==> src/rtl/evo_pwm_bank_pkg.sv <==
// Shared types, CSR register offsets and pulse-width helpers for the evo_pwm_bank servo/PWM bank.
// Optional pin-readback fault detection is enabled with EVO_PWM_BANK_FAULT_EN.
package evo_pwm_bank_pkg;

    typedef logic [11:0] pw_t;

    localparam logic [2:0] REG_SEL    = 3'd0;
    localparam logic [2:0] REG_TARGET = 3'd1;
    localparam logic [2:0] REG_STEP   = 3'd2;
    localparam logic [2:0] REG_CTRL   = 3'd3;
    localparam logic [2:0] REG_CUR    = 3'd4;
    localparam logic [2:0] REG_FRAME  = 3'd5;

    localparam pw_t MIN_US   = 12'd500;
    localparam pw_t MAX_US   = 12'd2500;
    localparam pw_t RESET_US = 12'd1500;

    function automatic pw_t clamp_pw(input logic [31:0] v);
        pw_t r;
        if (v < 32'(MIN_US)) begin
            r = MIN_US;
        end else if (v > 32'(MAX_US)) begin
            r = MAX_US;
        end else begin
            r = v[11:0];
        end
        return r;
    endfunction

    // One frame of slew: move cur toward tgt by at most step; step 0 jumps.
    function automatic pw_t ramp_pw(input pw_t cur, input pw_t tgt, input pw_t step);
        pw_t diff;
        pw_t r;
        diff = (tgt >= cur) ? (tgt - cur) : (cur - tgt);
        if (step == '0 || diff <= step) begin
            r = tgt;
        end else if (tgt > cur) begin
            r = cur + step;
        end else begin
            r = cur - step;
        end
        return r;
    endfunction

endpackage

==> src/rtl/evo_pwm_bank_ch.sv <==
// One PWM channel: TARGET/STEP/EN registers, frame-synchronous ramp, pulse compare.
// With EVO_PWM_BANK_FAULT_EN defined, pin readback mismatches latch a sticky FAULT.
module evo_pwm_bank_ch
    import evo_pwm_bank_pkg::*;
(
    input  logic        clk,
    input  logic        rst,
    input  logic        en1mhz_i,
    input  logic        frame_start_i,
    input  logic [15:0] frame_cnt_i,
    input  logic        wr_target_i,
    input  logic        wr_step_i,
    input  logic        wr_ctrl_i,
    input  logic [31:0] wdata_i,
    input  logic        pin_i,
    output logic [11:0] target_o,
    output logic [11:0] step_o,
    output logic [11:0] cur_o,
    output logic        en_o,
    output logic        busy_o,
    output logic        fault_o,
    output logic        en_act_o,
    output logic        out_o
);

    pw_t  target_q, target_d;
    pw_t  step_q, step_d;
    pw_t  cur_q, cur_d;
    logic en_q, en_d;
    logic en_act_q, en_act_d;
    logic out_q, out_d;
    logic fault_w;
    logic kill_w;

`ifdef EVO_PWM_BANK_FAULT_EN
    logic [1:0] sync_q;
    logic [1:0] hist_q;
    logic [1:0] mm_cnt_q;
    logic       fault_q;

    // hist_q[1] is the level driven two en1mhz ticks ago, compared to the synced pin.
    always_ff @(posedge clk or posedge rst) begin
        if (rst) begin
            sync_q   <= '0;
            hist_q   <= '0;
            mm_cnt_q <= '0;
            fault_q  <= 1'b0;
        end else begin
            sync_q <= {sync_q[0], pin_i};
            if (en1mhz_i) begin
                hist_q <= {hist_q[0], out_q};
                if (en_act_q && (sync_q[1] != hist_q[1])) begin
                    mm_cnt_q <= (mm_cnt_q == 2'd3) ? 2'd3 : mm_cnt_q + 2'd1;
                end else begin
                    mm_cnt_q <= '0;
                end
            end
            if (mm_cnt_q == 2'd3) begin
                fault_q  <= 1'b1;
                mm_cnt_q <= '0;
            end else if (wr_ctrl_i && wdata_i[2]) begin
                fault_q <= 1'b0;
            end
        end
    end

    assign fault_w = fault_q;
    assign kill_w  = (mm_cnt_q == 2'd3);
`else
    logic unused_fault_inputs;
    assign unused_fault_inputs = pin_i ^ en1mhz_i;
    assign fault_w = 1'b0;
    assign kill_w  = 1'b0;
`endif

    always_comb begin
        target_d = target_q;
        step_d   = step_q;
        en_d     = en_q;
        cur_d    = cur_q;
        en_act_d = en_act_q;
        if (wr_target_i) begin
            target_d = clamp_pw(wdata_i);
        end
        if (wr_step_i) begin
            step_d = wdata_i[11:0];
        end
        if (wr_ctrl_i) begin
            en_d = wdata_i[0];
        end
        if (frame_start_i) begin
            en_act_d = en_q & ~fault_w & ~kill_w;
            cur_d    = ramp_pw(cur_q, target_q, step_q);
        end else if (kill_w) begin
            en_act_d = 1'b0;
        end
        out_d = en_act_q & (frame_cnt_i < {4'b0, cur_q});
    end

    always_ff @(posedge clk or posedge rst) begin
        if (rst) begin
            target_q <= RESET_US;
            step_q   <= '0;
            cur_q    <= RESET_US;
            en_q     <= 1'b0;
            en_act_q <= 1'b0;
            out_q    <= 1'b0;
        end else begin
            target_q <= target_d;
            step_q   <= step_d;
            cur_q    <= cur_d;
            en_q     <= en_d;
            en_act_q <= en_act_d;
            out_q    <= out_d;
        end
    end

    assign target_o = target_q;
    assign step_o   = step_q;
    assign cur_o    = cur_q;
    assign en_o     = en_q;
    assign busy_o   = (cur_q != target_q);
    assign fault_o  = fault_w;
    assign en_act_o = en_act_q;
    assign out_o    = out_q & en_act_q;

endmodule

==> src/rtl/evo_pwm_bank.sv <==
// Multi-channel servo/PWM bank: Avalon-MM CSR decode, channel select, frame counter, readback.
// Define EVO_PWM_BANK_FAULT_EN to enable per-channel pin readback fault detection.
module evo_pwm_bank
    import evo_pwm_bank_pkg::*;
#(
    parameter int unsigned            NUM_CH     = 16,
    parameter int unsigned            CSR_AWIDTH = 6,
    parameter int unsigned            CSR_DWIDTH = 32,
    parameter logic [CSR_AWIDTH-1:0]  BASE_ADDR  = CSR_AWIDTH'('h20),
    parameter int unsigned            FRAME_US   = 20000
) (
    input  logic                  clk,
    input  logic                  reset,
    input  logic                  en1mhz,
    output logic [NUM_CH-1:0]     pmux_dir_o,
    output logic [NUM_CH-1:0]     pmux_out_o,
    output logic [NUM_CH-1:0]     pmux_en_o,
    input  logic [NUM_CH-1:0]     pmux_in_i,
    input  logic [CSR_AWIDTH-1:0] avs_csr_address,
    input  logic                  avs_csr_read,
    input  logic                  avs_csr_write,
    input  logic [CSR_DWIDTH-1:0] avs_csr_writedata,
    output logic [CSR_DWIDTH-1:0] avs_csr_readdata,
    output logic                  avs_csr_readdatavalid,
    output logic                  avs_csr_waitrequest
);

    localparam logic [15:0] FRAME_LAST = 16'(FRAME_US - 1);

    logic [CSR_AWIDTH-1:0] off;
    logic                  hit;
    logic [2:0]            reg_idx;
    logic [31:0]           wdata32;
    logic                  sel_valid;

    logic [4:0]  sel_q, sel_d;
    logic [15:0] frame_cnt_q, frame_cnt_d;
    logic [15:0] frame_num_q, frame_num_d;
    logic        frame_start;

    logic [CSR_DWIDTH-1:0] rdata_q;
    logic                  rvalid_q;
    logic [31:0]           rd_word;

    logic [11:0] ch_target [NUM_CH];
    logic [11:0] ch_step   [NUM_CH];
    logic [11:0] ch_cur    [NUM_CH];
    logic [NUM_CH-1:0] ch_en, ch_busy, ch_fault, ch_en_act, ch_out;

    pw_t  sel_target, sel_step, sel_cur;
    logic sel_en, sel_busy, sel_fault;

    // Address wraps below BASE_ADDR to a large offset, so one compare covers the window.
    assign off       = avs_csr_address - BASE_ADDR;
    assign hit       = (off < CSR_AWIDTH'(6));
    assign reg_idx   = off[2:0];
    assign wdata32   = 32'(avs_csr_writedata);
    assign sel_valid = (32'(sel_q) < NUM_CH);

    always_comb begin
        sel_d = sel_q;
        if (avs_csr_write && hit && reg_idx == REG_SEL) begin
            sel_d = wdata32[4:0];
        end
        frame_start = en1mhz && (frame_cnt_q == FRAME_LAST);
        frame_cnt_d = frame_cnt_q;
        frame_num_d = frame_num_q;
        if (en1mhz) begin
            if (frame_start) begin
                frame_cnt_d = '0;
                frame_num_d = frame_num_q + 16'd1;
            end else begin
                frame_cnt_d = frame_cnt_q + 16'd1;
            end
        end
    end

    for (genvar g = 0; g < NUM_CH; g++) begin : g_ch
        logic wr_me;
        assign wr_me = avs_csr_write && hit && sel_valid && (sel_q == 5'(g));

        evo_pwm_bank_ch u_ch (
            .clk           (clk),
            .rst           (reset),
            .en1mhz_i      (en1mhz),
            .frame_start_i (frame_start),
            .frame_cnt_i   (frame_cnt_q),
            .wr_target_i   (wr_me && reg_idx == REG_TARGET),
            .wr_step_i     (wr_me && reg_idx == REG_STEP),
            .wr_ctrl_i     (wr_me && reg_idx == REG_CTRL),
            .wdata_i       (wdata32),
            .pin_i         (pmux_in_i[g]),
            .target_o      (ch_target[g]),
            .step_o        (ch_step[g]),
            .cur_o         (ch_cur[g]),
            .en_o          (ch_en[g]),
            .busy_o        (ch_busy[g]),
            .fault_o       (ch_fault[g]),
            .en_act_o      (ch_en_act[g]),
            .out_o         (ch_out[g])
        );
    end

    always_comb begin
        sel_target = '0;
        sel_step   = '0;
        sel_cur    = '0;
        sel_en     = 1'b0;
        sel_busy   = 1'b0;
        sel_fault  = 1'b0;
        for (int unsigned i = 0; i < NUM_CH; i++) begin
            if (sel_valid && sel_q == 5'(i)) begin
                sel_target = ch_target[i];
                sel_step   = ch_step[i];
                sel_cur    = ch_cur[i];
                sel_en     = ch_en[i];
                sel_busy   = ch_busy[i];
                sel_fault  = ch_fault[i];
            end
        end
        rd_word = '0;
        case (reg_idx)
            REG_SEL:    rd_word[4:0]  = sel_q;
            REG_TARGET: rd_word[11:0] = sel_target;
            REG_STEP:   rd_word[11:0] = sel_step;
            REG_CTRL:   rd_word[2:0]  = {sel_fault, sel_busy, sel_en};
            REG_CUR:    rd_word[11:0] = sel_cur;
            REG_FRAME:  rd_word       = {frame_num_q, frame_cnt_q};
            default:    rd_word       = '0;
        endcase
    end

    always_ff @(posedge clk or posedge reset) begin
        if (reset) begin
            sel_q       <= '0;
            frame_cnt_q <= '0;
            frame_num_q <= '0;
            rdata_q     <= '0;
            rvalid_q    <= 1'b0;
        end else begin
            sel_q       <= sel_d;
            frame_cnt_q <= frame_cnt_d;
            frame_num_q <= frame_num_d;
            rvalid_q    <= avs_csr_read && hit;
            rdata_q     <= (avs_csr_read && hit) ? CSR_DWIDTH'(rd_word) : '0;
        end
    end

    assign pmux_en_o             = ch_en_act;
    assign pmux_dir_o            = ch_en_act;
    assign pmux_out_o            = ch_out;
    assign avs_csr_readdata      = rdata_q;
    assign avs_csr_readdatavalid = rvalid_q;
    assign avs_csr_waitrequest   = 1'b0;

endmodule

==> config.mk <==
export PLATFORM = sky130hd
export DESIGN_NAME = evo_pwm_bank
export DESIGN_NICKNAME = d
export VERILOG_FILES = /design/src/rtl/evo_pwm_bank_pkg.sv /design/src/rtl/evo_pwm_bank_ch.sv /design/src/rtl/evo_pwm_bank.sv
export SDC_FILE = /design/constraint.sdc
export NUM_CORES = 2
export LEC_CHECK = 0
export ABC_CLOCK_PERIOD_IN_PS = 21500
export CAP_MARGIN = 0
export CORE_UTILIZATION = 30
export CTS_BUF_LIST = sky130_fd_sc_hd__clkbuf_4
export CTS_CLUSTER_DIAMETER = 40
export DETAILED_ROUTE_END_ITERATION = 10
export PLACE_DENSITY = 0.51
export SYNTH_ARGS = -nofsm -noshare
export SYNTH_HDL_FRONTEND = slang
export SYNTH_SLANG_ARGS = --single-unit
export TNS_END_PERCENT = 10
==> constraint.sdc <==
create_clock -name clk -period 21.5 [get_ports clk]
set_input_delay 2.15 -clock clk [delete_from_list [all_inputs] [get_ports clk]]
set_output_delay 2.15 -clock clk [all_outputs]
set_load 0.02 [all_outputs]
; ---- Word level (Yosys, flattened, before mapping)
; Cells that the tools add are included.
[classes]
order_cmp = 68
multipliers = 0
reduce_logical = 120
add_sub_neg = 67
n_mux = 136
eq_ne = 37
bitwise = 32
n_shift = 0
div = 0
[op_table]
columns = operator, count
row1 = $mux W12, 98
row2 = $sub A12 B12 Y12, 48
row3 = $lt A16 B12 Y1, 16
row4 = $add A12 B12 Y12, 16
row5 = $ge A12 B12 Y1, 16
row6 = $gt A12 B12 Y1, 16
row7 = $le A12 B12 Y1, 16
row8 = $logic_not A12 Y1, 16
row9 = $ne A12 B12 Y1, 16
row10 = $logic_and A1 B1 Y1, 85
row11 = $eq A5 B4 Y1 const B, 8
row12 = $add A16 B1 Y16 const B, 2
row13 = $and A1 B1 Y1, 32
row14 = $gt A32 B12 Y1 const B, 1
row15 = $lt A32 B9 Y1 const B, 1
row16 = $mux W1, 32
row17 = $mux W32, 1
row18 = $pmux W7 S4, 1
row19 = $eq A5 B3 Y1 const B, 4
row20 = $mux W20, 1
row21 = $pmux W3 S6, 1
row22 = $eq A16 B15 Y1 const B, 1
row23 = $logic_or A1 B1 Y1, 16
row24 = $mux W16, 1
row25 = 12 further kinds, 15
[word_totals]
ramBits = 0
romBits = 0
output_inout_bits = 82
n_memories = 0
latch_bits = 0
ff_bits = 694
word_cells = 561
inputBits = 59

; ---- Longest topological paths before layout
[logic_depth]
ltp_word = 20
ltp_mapped = 28
depth_no_buf = 25

; ---- By module
; A second synthesis with hierarchy kept.
[hier_totals]
hier_cells = 8859
area_unflattened_um2 = 73259.0
[by_module_without_submodules]
columns = mod, seq_area_each_um2, cells_per_inst, area_per_inst_um2, instances
row1 = evo_pwm_bank_ch at g_ch[0].u_ch ..., 993.5, 480, 4018.9, 13
row2 = evo_pwm_bank, 1751.7, 1249, 9196.3, 1
row3 = evo_pwm_bank_ch at g_ch[1].u_ch ..., 993.5, 451, 3916.3, 2
row4 = evo_pwm_bank_ch at g_ch[9].u_ch, 993.5, 468, 3985.1, 1

; ---- Least setup slack after synthesis
; No wires, ideal clock.
[synth_path]
path_kind = register to register
startpoint = reg g_ch[1].u_ch.target_q[0]
endpoint = reg g_ch[1].u_ch.cur_q[9]
t_arrival_ns = 5.087
setup_time_ns = 0.136
required_time_ns = 21.364
synth_period_minus_slack_ns = 5.223
path_stages_with_launch = 26
setup_slack_ns = 16.277
path_buffers = 3
path_cell_list = dfrtp_1 inv_1 ha_1 inv_1 fa_1 a21oi_1 o22ai_1 o41ai_1 a21oi_1 o31ai_1 buf_2 buf_2 mux2i_1 xnor2_1 ha_1 a21o_1 a21o_1 a21o_1 a21o_1 a221o_1 a21o_1 a21o_1 o311ai_1 buf_4 mux2i_1 a21oi_1
[synth_between]
elab_chain_cells = 5
elab_cells_between_ends = 9
classes_between = add/sub (2) / order compare (3) / mux (3) / reduce/logical (1)
[synth_rtl]
columns = element, line
row1 = start: declaration, evo_pwm_bank_ch.sv:26  ; pw_t target_q, target_d;
row2 = start signal: assignment, evo_pwm_bank_ch.sv:109  ; target_q <= target_d;
row3 = $sub A12 B12 Y12 or $ge A12 B12 Y1 (tied branches), evo_pwm_bank_pkg.sv:34  ; diff = (tgt >= cur) ? (tgt - cur) : (cur - tgt);
row4 = $mux W12, evo_pwm_bank_pkg.sv:34
row5 = $le A12 B12 Y1, evo_pwm_bank_pkg.sv:35  ; if (step == '0 || diff <= step) begin
row6 = $logic_or A1 B1 Y1, evo_pwm_bank_pkg.sv:35
row7 = $mux W12 (*), evo_pwm_bank_pkg.sv:35
row8 = end signal: assignment, evo_pwm_bank_ch.sv:111  ; cur_q <= cur_d;
row9 = end: declaration, evo_pwm_bank_ch.sv:28  ; pw_t cur_q, cur_d;
; Every way passes the cells marked *; elsewhere a longest branch is shown, timed or not.
; A chain may end at the register's enable or synchronous reset.

; ---- Worst setup path after layout
[layout_path]
startpoint = reg g_ch[14].u_ch.target_q[8]
endpoint = reg g_ch[14].u_ch.cur_q[9]
[layout_between]
elab_chain_cells = 5
elab_cells_between_ends = 9
classes_between = add/sub (2) / order compare (3) / mux (3) / reduce/logical (1)
[layout_rtl]
columns = element, line
row1 = start: declaration, evo_pwm_bank_ch.sv:26
row2 = start signal: assignment, evo_pwm_bank_ch.sv:109
row3 = $sub A12 B12 Y12 or $ge A12 B12 Y1 (tied branches), evo_pwm_bank_pkg.sv:34
row4 = $mux W12, evo_pwm_bank_pkg.sv:34
row5 = $le A12 B12 Y1, evo_pwm_bank_pkg.sv:35
row6 = $logic_or A1 B1 Y1, evo_pwm_bank_pkg.sv:35
row7 = $mux W12 (*), evo_pwm_bank_pkg.sv:35
row8 = end signal: assignment, evo_pwm_bank_ch.sv:111
row9 = end: declaration, evo_pwm_bank_ch.sv:28
; Marks and branches as above.

==> metrics <==
status=finished, final reports clean; total I/O pin count=approximately 140; CP max FO=20; Setup CP Type=reg -> reg; number of synthesized flops with an enable pin=0; R2R Setup Slk=between 15 and 20 ns; DIE AREA=227000 sq um; CP Capture Type=flip-flop; VDD IR-drop max=roughly 52 uV; RSZ-0062 raised after global routing=no; grt total ovfl=0; Yosys Warn Count=0; initial drt markers=approximately 7900; top_reg_cell synth=dfrtp_1; Post-Syn Area per Cell=~8.3 sq um; via count=about 65000; Resize count post-CTS=0; post-route cell area=74700 sq um; Via-to-Cell Ratio=5.66; Fmax=~160 MHz; Hold Vio Cnt, Final=0; GPL Wtd Cong=1.02; Synth Net Count=between 9000 and 10000; skew final=roughly 0.14 ns; Final min period=approximately 6.4 ns; CP Data Arrival Time=about 7.5 ns; Startpoint Class=flip-flop; clock slew seen by the registers of the worst setup and hold paths=0.07 ns; Synth Register Bits=~690; fill cell count=about 24000; post-synthesis cell area=approximately 67000 sq um; Die Ht=roughly 480 um; commonest non-fill, non-tap cells in the layout=nand2_1, ha_1, o21ai_0; drt wl/cell=28.0 um; Core Area=between 200000 and 250000 sq um; Synth area leader=dfrtp_1; sequential area share after synthesis=between 20% and 30%; Final nets=9266; clock buffer count from CTS=220; HPWL Detailed=between 200000 and 250000 um; Synth Instances=8177; post-synth cell types=94; count of final setup violators=0; pwr dens=a little under 50 nW/um^2; global-route wire length before repair=450000 um; Pwr Total=3.68 mW; worst hold margin=~0.46 ns; final worst setup slack=between 15 and 20 ns; commonest non-fill, non-tap cell in the layout=nand2_1; largest net degree at the start of global routing=~160; I/O Buffers=123; Post-synth ARST share=between 90% and 100%; pre-CTS setup slack=roughly 15 ns; Tot GR Track Use=a little over a quarter; clock root cell=clkbuf_4; DRC viols=0; period utilization=between 20 and 30%; Leakage=34.1 nW; CTS tree=built; Area Overhead vs Synth=10.7%; initial antenna violation count=44; Die Width=between 400 and 500 um; row count=between 150 and 200; slowest stage delay, CP=approximately 0.9 ns; max-cap violations=0; cells along the critical path=inv_1 -> ha_1 -> nand4_1 -> nor4_2 -> nor2_1 -> a21oi_1 -> buf_4 -> nand2_1 -> a31oi_1 -> nor2_1 -> nor2_1 -> xnor2_1 -> ha_1 -> a21o_1 -> a21o_1 -> a21o_1 -> a21o_1 -> a21oi_1 -> nor2_1 -> a2111oi_0 -> nor3_2 -> buf_4 -> mux2i_1 -> o21ai_0; worst rel slew slack=a little under an eighth; most area-consuming cells after synthesis=dfrtp_1, ha_1, dfstp_2, o21ai_0, nand2_1; Post-Route WL=between 300000 and 400000 um; Routed Antenna Nets=0; number of buffers inserted by hold repair at cts=0; CTS max path bufs=3; setup tns final=0 ns; vias in the first global route=between 60000 and 70000; Hold Crit Class=reg -> reg; Worst Tran Pin Value=between 1 and 1.5 ns; DR pass1 iterations=7; Worst-Skew Late Latency=roughly 1.4 ns; top cell type's share of synthesized area=between 15 and 20%; Starting Density=approximately 30%; CP Data Required Time=~23 ns; CTS H-Tree Depth=4; Slowest cell on crit path=nor4_2; DP Area=a little over 70000 sq um; Max Slew Vio Count=0; Clock Sinks=694; post-CTS setup buffers=0; share of cells above drive strength 1=between 10% and 20%
[final timing paths]
check | startpoint | endpoint | cells after the start
max | g_ch[14].u_ch.target_o[8] | g_ch[14].u_ch.cur_o[9] | 24
min | frame_num_q[15] | frame_num_q[15] | 1
max reg2reg | g_ch[14].u_ch.target_o[8] | g_ch[14].u_ch.cur_o[9] | 24
min reg2reg | frame_num_q[15] | frame_num_q[15] | 1
max in group asynchronous | reset | g_ch[10].u_ch.step_o[9] | 5
min in group asynchronous | reset | avs_csr_readdata[26] | 2
[synthesized netlist by cell type, drive strengths merged, types with 126 or more instances]
| library cell | instances |
|---|---|
| buf | 126 |
| clkbuf | 300 |
| inv | 712 |
| a21oi | 559 |
| a21o | 316 |
| ha | 930 |
| nand2 | 963 |
| nor2 | 394 |
| xnor2 | 401 |
| dfrtp | 470 |
| o21ai | 908 |
| dfstp | 224 |
| mux2i | 261 |
[per-stage QoR]
stage	utilization, %	instances
final	33.5	11400
after detailed placement	32.2	11000
after floorplan	-	8177
after CTS	33.5	11400
after global placement	32.2	11000
after global routing	33.5	11400
[worst max-delay path, delay by kind of cell, from the launching register on]
kind / cells / cell delay (ns)
AO/OA/AOI/OAI: 9 / 2.05
XOR/XNOR: 1 / 0.15
adder cells (fa/ha/maj): 2 / 0.72
buffers and inverters: 3 / 0.61
flip-flops: 1 / 0.62
multiplexers: 1 / 0.13
AND/OR/NAND/NOR: 8 / 1.91
[where the power goes]
| group | leakage [nW] | internal [mW] | switching, mW |
|---|---|---|---|
| Clock | 1.76 | 0.739 | 0.714 |
| Sequential | 7.78 | 1.33 | 0.0645 |
| Combinational | 24.6 | 0.269 | 0.563 |
| Total | 34.1 | 2.34 | 1.34 |
[layout make-up]
class	instances	area, sq um	area share (%)
multi-input combinational	6344	45400	60.8
clock inverter	88	492	0.658
antenna	25	62.6	0.0838
tap	2975	3720	4.98
clock buffer	323	2420	3.25
inverter	713	2680	3.59
timing repair buffer	256	2210	2.96
sequential	694	17700	23.7
[registers in the layout, indices dropped and copies added, names as in the netlist]
name	cells
g_ch.u_ch.cur_o	192
g_ch.u_ch.step_o	192
g_ch.u_ch.target_o	192
avs_csr_readdata	32
frame_cnt_q	16
frame_num_q	16
g_ch.u_ch.en_act_o	16
g_ch.u_ch.en_o	16
g_ch.u_ch.out_q	16
sel_q	5
avs_csr_readdatavalid	1
[kinds of logic (layout without fill, tap and decap cells)]
logic type	Yosys count	count (layout)	synth area share [%]
DFF	694	694	26.2
muxes	342	342	5.45
adders and majority gates	978	978	18.7
and+or+nand+nor	2012	2012	13.5
AOI/OAI and AO/OA	2490	2490	22.7
buffers and inverters	1139	1380	6.75
other	1	26	0.00556
xor gates and xnor gates	521	521	6.76
[per-layer routing]
layer  vias to the layer above  global-route usage, %  wire, um
met1                     31400                   37.0    136000
met2                      3254                   40.0    133000
met4                        30                   14.6     18700
li1                      29200                      -         -
met5                         -                      0       198
met3                       797                   6.27     31600
Power figures use the tool's default switching activity.
